`src/rtl/alu_share_if.sv`:
```
// Request/response bundle between two ALU requesters and the sharing arbiter.
// Port i occupies bit i of the 1-bit-per-port fields and slice i of the packed data fields.
interface alu_share_if #(
    parameter int unsigned DATA_W = 32,
    parameter int unsigned CTRL_W = 4
);
    logic [1:0]          req_valid;
    logic [1:0]          req_ready;
    logic [2*DATA_W-1:0] req_a;
    logic [2*DATA_W-1:0] req_b;
    logic [2*CTRL_W-1:0] req_ctrl;
    logic [1:0]          resp_valid;
    logic [1:0]          resp_ready;
    logic [DATA_W-1:0]   resp_result;

    modport master (
        output req_valid, req_a, req_b, req_ctrl, resp_ready,
        input  req_ready, resp_valid, resp_result
    );

    modport slave (
        input  req_valid, req_a, req_b, req_ctrl, resp_ready,
        output req_ready, resp_valid, resp_result
    );
endinterface

```
`src/rtl/alu_share_arbiter.sv`:
```
// Shares one combinational ALU between the EX stage (port 0) and the debug unit (port 1).
// One operation in flight: IDLE accepts, EXEC captures the ALU result, RESP waits for the owner.
module alu_share_arbiter #(
    parameter int unsigned DATA_W    = 32,
    parameter int unsigned CTRL_W    = 4,
    parameter int unsigned PRIO_MODE = 0
) (
    input  logic              clk,
    input  logic              rst_n,
    alu_share_if.slave        bus,
    output logic [DATA_W-1:0] alu_a_o,
    output logic [DATA_W-1:0] alu_b_o,
    output logic [CTRL_W-1:0] alu_control_o,
    input  logic [DATA_W-1:0] alu_result_i,
    output logic              busy_o
);

    typedef enum logic [1:0] {
        IDLE = 2'd0,
        EXEC = 2'd1,
        RESP = 2'd2
    } state_t;

    state_t            state_q;
    logic              owner_q;
    logic              rr_q;       // port favoured on a tie in round-robin mode
    logic [DATA_W-1:0] alu_a_q;
    logic [DATA_W-1:0] alu_b_q;
    logic [CTRL_W-1:0] alu_ctrl_q;
    logic [DATA_W-1:0] result_q;
    logic [1:0]        resp_valid_q;
    logic [1:0]        grant_c;

    // Winner selection; only meaningful while IDLE.
    always_comb begin
        grant_c = 2'b00;
        if (state_q == IDLE) begin
            if (bus.req_valid == 2'b11) begin
                if ((PRIO_MODE == 1) || !rr_q) begin
                    grant_c = 2'b01;
                end else begin
                    grant_c = 2'b10;
                end
            end else begin
                grant_c = bus.req_valid;
            end
        end
    end

    always_ff @(posedge clk or negedge rst_n) begin
        if (!rst_n) begin
            state_q      <= IDLE;
            owner_q      <= 1'b0;
            rr_q         <= 1'b0;
            alu_a_q      <= '0;
            alu_b_q      <= '0;
            alu_ctrl_q   <= '0;
            result_q     <= '0;
            resp_valid_q <= 2'b00;
        end else begin
            case (state_q)
                IDLE: begin
                    if (grant_c != 2'b00) begin
                        owner_q <= grant_c[1];
                        state_q <= EXEC;
                        if (grant_c[1]) begin
                            alu_a_q    <= bus.req_a[DATA_W +: DATA_W];
                            alu_b_q    <= bus.req_b[DATA_W +: DATA_W];
                            alu_ctrl_q <= bus.req_ctrl[CTRL_W +: CTRL_W];
                        end else begin
                            alu_a_q    <= bus.req_a[0 +: DATA_W];
                            alu_b_q    <= bus.req_b[0 +: DATA_W];
                            alu_ctrl_q <= bus.req_ctrl[0 +: CTRL_W];
                        end
                    end
                end
                EXEC: begin
                    result_q     <= alu_result_i;
                    resp_valid_q <= owner_q ? 2'b10 : 2'b01;
                    state_q      <= RESP;
                end
                RESP: begin
                    if (bus.resp_ready[owner_q]) begin
                        resp_valid_q <= 2'b00;
                        rr_q         <= ~owner_q;
                        state_q      <= IDLE;
                    end
                end
                default: begin
                    state_q      <= IDLE;
                    resp_valid_q <= 2'b00;
                end
            endcase
        end
    end

    assign bus.req_ready   = grant_c;
    assign bus.resp_valid  = resp_valid_q;
    assign bus.resp_result = result_q;
    assign alu_a_o         = alu_a_q;
    assign alu_b_o         = alu_b_q;
    assign alu_control_o   = alu_ctrl_q;
    assign busy_o          = (state_q != IDLE);

endmodule

```
`src/flat_wrapper.sv`:
```
// flat-port wrapper written by rule: the top's interface ports become plain ports
module alu_share_arbiter_flat 
#(
    parameter int unsigned DATA_W    = 32,
    parameter int unsigned CTRL_W    = 4,
    parameter int unsigned PRIO_MODE = 0
)
  (clk, rst_n, alu_a_o, alu_b_o, alu_control_o, alu_result_i, busy_o, bus_req_valid, bus_req_a, bus_req_b, bus_req_ctrl, bus_resp_ready, bus_req_ready, bus_resp_valid, bus_resp_result);
  alu_share_if #(.DATA_W(DATA_W), .CTRL_W(CTRL_W)) bus_i ();
  input  logic clk;
  input  logic rst_n;
  output logic [DATA_W-1:0] alu_a_o;
  output logic [DATA_W-1:0] alu_b_o;
  output logic [CTRL_W-1:0] alu_control_o;
  input  logic [DATA_W-1:0] alu_result_i;
  output logic busy_o;
  input wire logic [$bits(bus_i.req_valid)-1:0] bus_req_valid;
  input wire logic [$bits(bus_i.req_a)-1:0] bus_req_a;
  input wire logic [$bits(bus_i.req_b)-1:0] bus_req_b;
  input wire logic [$bits(bus_i.req_ctrl)-1:0] bus_req_ctrl;
  input wire logic [$bits(bus_i.resp_ready)-1:0] bus_resp_ready;
  output wire logic [$bits(bus_i.req_ready)-1:0] bus_req_ready;
  output wire logic [$bits(bus_i.resp_valid)-1:0] bus_resp_valid;
  output wire logic [$bits(bus_i.resp_result)-1:0] bus_resp_result;
  assign bus_i.req_valid = bus_req_valid;
  assign bus_i.req_a = bus_req_a;
  assign bus_i.req_b = bus_req_b;
  assign bus_i.req_ctrl = bus_req_ctrl;
  assign bus_i.resp_ready = bus_resp_ready;
  assign bus_req_ready = bus_i.req_ready;
  assign bus_resp_valid = bus_i.resp_valid;
  assign bus_resp_result = bus_i.resp_result;
  alu_share_arbiter #(.DATA_W(DATA_W), .CTRL_W(CTRL_W), .PRIO_MODE(PRIO_MODE)) u_core (.clk(clk), .rst_n(rst_n), .bus(bus_i), .alu_a_o(alu_a_o), .alu_b_o(alu_b_o), .alu_control_o(alu_control_o), .alu_result_i(alu_result_i), .busy_o(busy_o));
endmodule
```
`config.mk`:
```
export PLATFORM = sky130hd
export DESIGN_NAME = alu_share_arbiter_flat
export DESIGN_NICKNAME = d
export VERILOG_FILES = /design/src/rtl/alu_share_if.sv /design/src/rtl/alu_share_arbiter.sv /design/src/flat_wrapper.sv
export SDC_FILE = /design/constraint.sdc
export NUM_CORES = 1
export LEC_CHECK = 0
export ABC_CLOCK_PERIOD_IN_PS = 1900
export BUFFER_PORTS_ARGS = -buffer_cell sky130_fd_sc_hd__buf_2
export CAP_MARGIN = 5
export CELL_PAD_IN_SITES_DETAIL_PLACEMENT = 0
export CELL_PAD_IN_SITES_GLOBAL_PLACEMENT = 1
export CORE_MARGIN = 1
export CORE_UTILIZATION = 33
export DETAILED_ROUTE_END_ITERATION = 8
export PLACE_DENSITY_LB_ADDON = 0.1
export SYNTH_ARGS = -nofsm -noshare
export SYNTH_HDL_FRONTEND = slang
export SYNTH_SLANG_ARGS = --single-unit
export TNS_END_PERCENT = 30
```
`constraint.sdc`:
```
create_clock -name clk -period 1.9 [get_ports clk]
set_clock_uncertainty 0.15 [all_clocks]
set_input_delay 0.285 -clock clk [delete_from_list [all_inputs] [get_ports clk]]
set_output_delay 0.285 -clock clk [all_outputs]
set_load 0.01 [all_outputs]
```
==> impl_metrics.json <==
{
  "status": "completed",
  "worst_slew_margin_rel_pct": 59.3,
  "syn-instance-count": 494,
  "largest_net_degree_at_the_start_of_global_routing": 69,
  "drt.antenna.violating_nets": 0,
  "ys_seq_area_share_pct": 51.8,
  "area_growth_syn_to_layout_pct": 38.5,
  "cts.sinks": 106,
  "clk-insertion-delay-late_ps": 350,
  "synth.largest_area_cell": "sky130_fd_sc_hd__dfrtp_1",
  "global_route.peak_usage_layer": "met2",
  "yosys_warnings": 0,
  "drt-pass1-iter-count": 5,
  "vias_per_inst": 5.37,
  "synth.most_common_cell": "sky130_fd_sc_hd__dfrtp_1",
  "layout_setup_ws_ps": 60.0,
  "worstPathMaxFanout": 40,
  "gp_routability_congestion": 0.750,
  "rows": 45,
  "hold-worst-slack_ps": 16.0,
  "postSynthNetCount": 668,
  "vdd.ir_drop.worst_uv": 595,
  "post_synth_main_area_contributors": "sky130_fd_sc_hd__dfrtp_1, sky130_fd_sc_hd__o311ai_1, sky130_fd_sc_hd__nand4_1",
  "fp.dieArea_sq_mm": 0.0160,
  "crit_path_top_delay_cell": "sky130_fd_sc_hd__dfrtp_1",
  "maxSlewViolCount": 0,
  "cts_root_buf": "sky130_fd_sc_hd__clkbuf_16",
  "powerDensity_mw_per_mm2": 1640,
  "crit_path_cell_trace": "nor2_4 > inv_2 > buf_8 > buf_2",
  "critPathRequiredTime_ps": 1460,
  "worstSetupStartpointType": "flip-flop",
  "max_cap_viol_count": 0,
  "start_util_pct": 33.8,
  "synth_simple_gate_area_share_pct": 9.81,
  "design.core.area_sq_mm": 0.0151,
  "die_width_um": 127,
  "synthesized_area_sq_mm": 0.00512,
  "antenna_found_initial": 1,
  "timing_worst_slew_pin_value_ps": 610,
  "yosys-mux-area-fraction_pct": 7.24,
  "grt_pass1_wl_mm": 26.2,
  "max_clock_freq_mhz": 543,
  "vias": 5087,
  "power_leakage_nw": 3.49,
  "synth_flop_type": "sky130_fd_sc_hd__dfrtp_1",
  "worst-path-buf-inv": 3,
  "hold_viol": 0,
  "layout_min_cycle_time_ps": 1840,
  "met1_grt_util_pct": 26.3,
  "detail_route.drc_violations": 0,
  "min_period_over_period_pct": 96.8,
  "h-tree-depth": 3,
  "cts-buffers-inserted": 9,
  "worstHoldPathType": "in2reg",
  "combinational_family_with_the_most_area_after_synthesis": "compound AO/OA/AOI/OAI gates",
  "layout.cell_area.non_filler_sq_mm": 0.00709,
  "grt_use_met2_pct": 36.2,
  "die-height_um": 127,
  "critical-path-max-stage-delay_ps": 450,
  "setup.worst_path.class": "reg2out",
  "yosys.cell_types.count": 24,
  "compound_gate_portion_of_the_synthesized_area_pct": 20.3,
  "drive_above_1_share_pct": 47.4,
  "drt_iter0_markers": 268,
  "tritoncts": "done",
  "grt_overflow_total": 0,
  "ios": 279,
  "grt_use_met3_pct": 3.71,
  "place.detailed.instances": 924,
  "finalSetupViolCount": 0,
  "antenna_diode_instance_count": 0,
  "instances_no_fill": 947,
  "routedWlPerCell_um": 18.0,
  "endpoint_kind": "output pin",
  "netlist.area_leader.share_pct": 51.8,
  "final_nets": 928,
  "dp_hpwl_mm": 11.6,
  "syn_avg_cell_area_sq_um": 10.4,
  "cell_class_contributing_the_biggest_share_of_worst_path_delay": "flip-flops",
  "yosys-top-cells-count": "sky130_fd_sc_hd__dfrtp_1, sky130_fd_sc_hd__o21ai_0, sky130_fd_sc_hd__inv_1",
  "postRouteWirelength_mm": 17.0,
  "first_global_vias": 5030,
  "cts_buffer_depth": 2,
  "clk_pin_slew_worst_paths_ps": 70,
  "finalPower_w": 0.0116,
  "postSynth.asyncResetShare_pct": 100,
  "fillers": 1511,
  "ys_seq_elements": 106,
  "place.port_buffers": 278,
  "synthXorXnorAreaFrac_pct": 0,
  "dpl_cell_area_sq_mm": 0.00673,
  "critical_path_arrival_ps": 1400,
  "preCtsSetupSlack_ps": 111,
  "grt_usage_pct": 21.0,
  "synthAdderAreaFrac_pct": 0,
  "synth_enable_flop_cells": 0
}
## state kept, by name (all words and copies together), names as in the netlist
signal,count
u_core.alu_a_o,32
u_core.state_q,2
u_core.bus.resp_valid,2
u_core.rr_q,1
u_core.alu_control_o,4
u_core.owner_q,1
u_core.alu_b_o,32
u_core.bus.resp_result,32
## worst reg2reg max path: stages, from the launching register on
cell and delay (ps):
sky130_fd_sc_hd__dfrtp_1 450, sky130_fd_sc_hd__nor2_4 180, sky130_fd_sc_hd__buf_4 530, sky130_fd_sc_hd__nand4_1 210, sky130_fd_sc_hd__o311ai_1 140
## metal layers
metal | vias to the layer above | part of all wire [%]
met2 | 217 | 49
met1 | 2483 | 42
met4 | 2 | 2.1
met5 | - | 0.071
met3 | 25 | 6.9
li1 | 2360 | -
## area by class of cell
cell class	instances	area [sq um]	share of cell area (%)
flip-flops and latches	106	2650	37.4
inverters	72	270	3.81
clock buffers	9	225	3.18
multi-input cells	260	1940	27.3
repair buffers	305	1710	24.2
well taps	188	235	3.32
clock inverters	7	53.8	0.759
## cells in the final DEF (no fill, tap or decap), types with 8 or more instances in the layout
master and count:
sky130_fd_sc_hd__buf_2 277, sky130_fd_sc_hd__dfrtp_1 106, sky130_fd_sc_hd__o21ai_0 73, sky130_fd_sc_hd__inv_1 71, sky130_fd_sc_hd__nand4_1 68, sky130_fd_sc_hd__o311ai_1 63, sky130_fd_sc_hd__mux2_2 32, sky130_fd_sc_hd__buf_4 15
sky130_fd_sc_hd__clkbuf_16 9, sky130_fd_sc_hd__buf_12 8
## per-stage QoR
step	util [%]	setup TNS, ps
2_1_floorplan	-	0
3_3_place_gp	44.5	0
3_5_place_dp	44.5	0
4_1_cts	46.6	-18.4
5_1_grt	46.8	-0.379
6_report	46.8	0
## power breakdown
part	switching [W]	internal [W]	total (W)	leakage, nW
sequential	0.000575	0.00344	0.00401	1.25
clock	0.000897	0.000900	0.00180	0.128
combinational	0.00327	0.00253	0.00580	2.12
## logic make-up (layout without fill, tap and decap cells)
kind of cell / after synthesis / after routing
compound gates: 146 / 146
mux: 33 / 33
simple gates: 81 / 81
buf+inv: 128 / 393
flops: 106 / 106
## path summary, 6_finish.rpt
path                                           start                   endpoint  slack (ps)  cells after the start
max                                u_core.state_q[0]                     busy_o          60                      4
min reg2reg                u_core.bus.resp_result[1]  u_core.bus.resp_result[1]         350                      1
max reg2reg                        u_core.state_q[0]         u_core.alu_a_o[24]         140                      4
min                                  alu_result_i[8]  u_core.bus.resp_result[8]          20                      2
min in group asynchronous                      rst_n  u_core.bus.resp_result[4]         330                      3
max in group asynchronous                      rst_n         u_core.alu_a_o[17]         990                      3
## what timing repair did
action                     CTS  global route
pin swaps                    1             1
hold buffers                 3             1
resized for setup            2             1
buffers inserted             1             2
setup endpoints to repair    2             2
hold endpoints to repair   108             1
(Power assumes the default switching activity.)
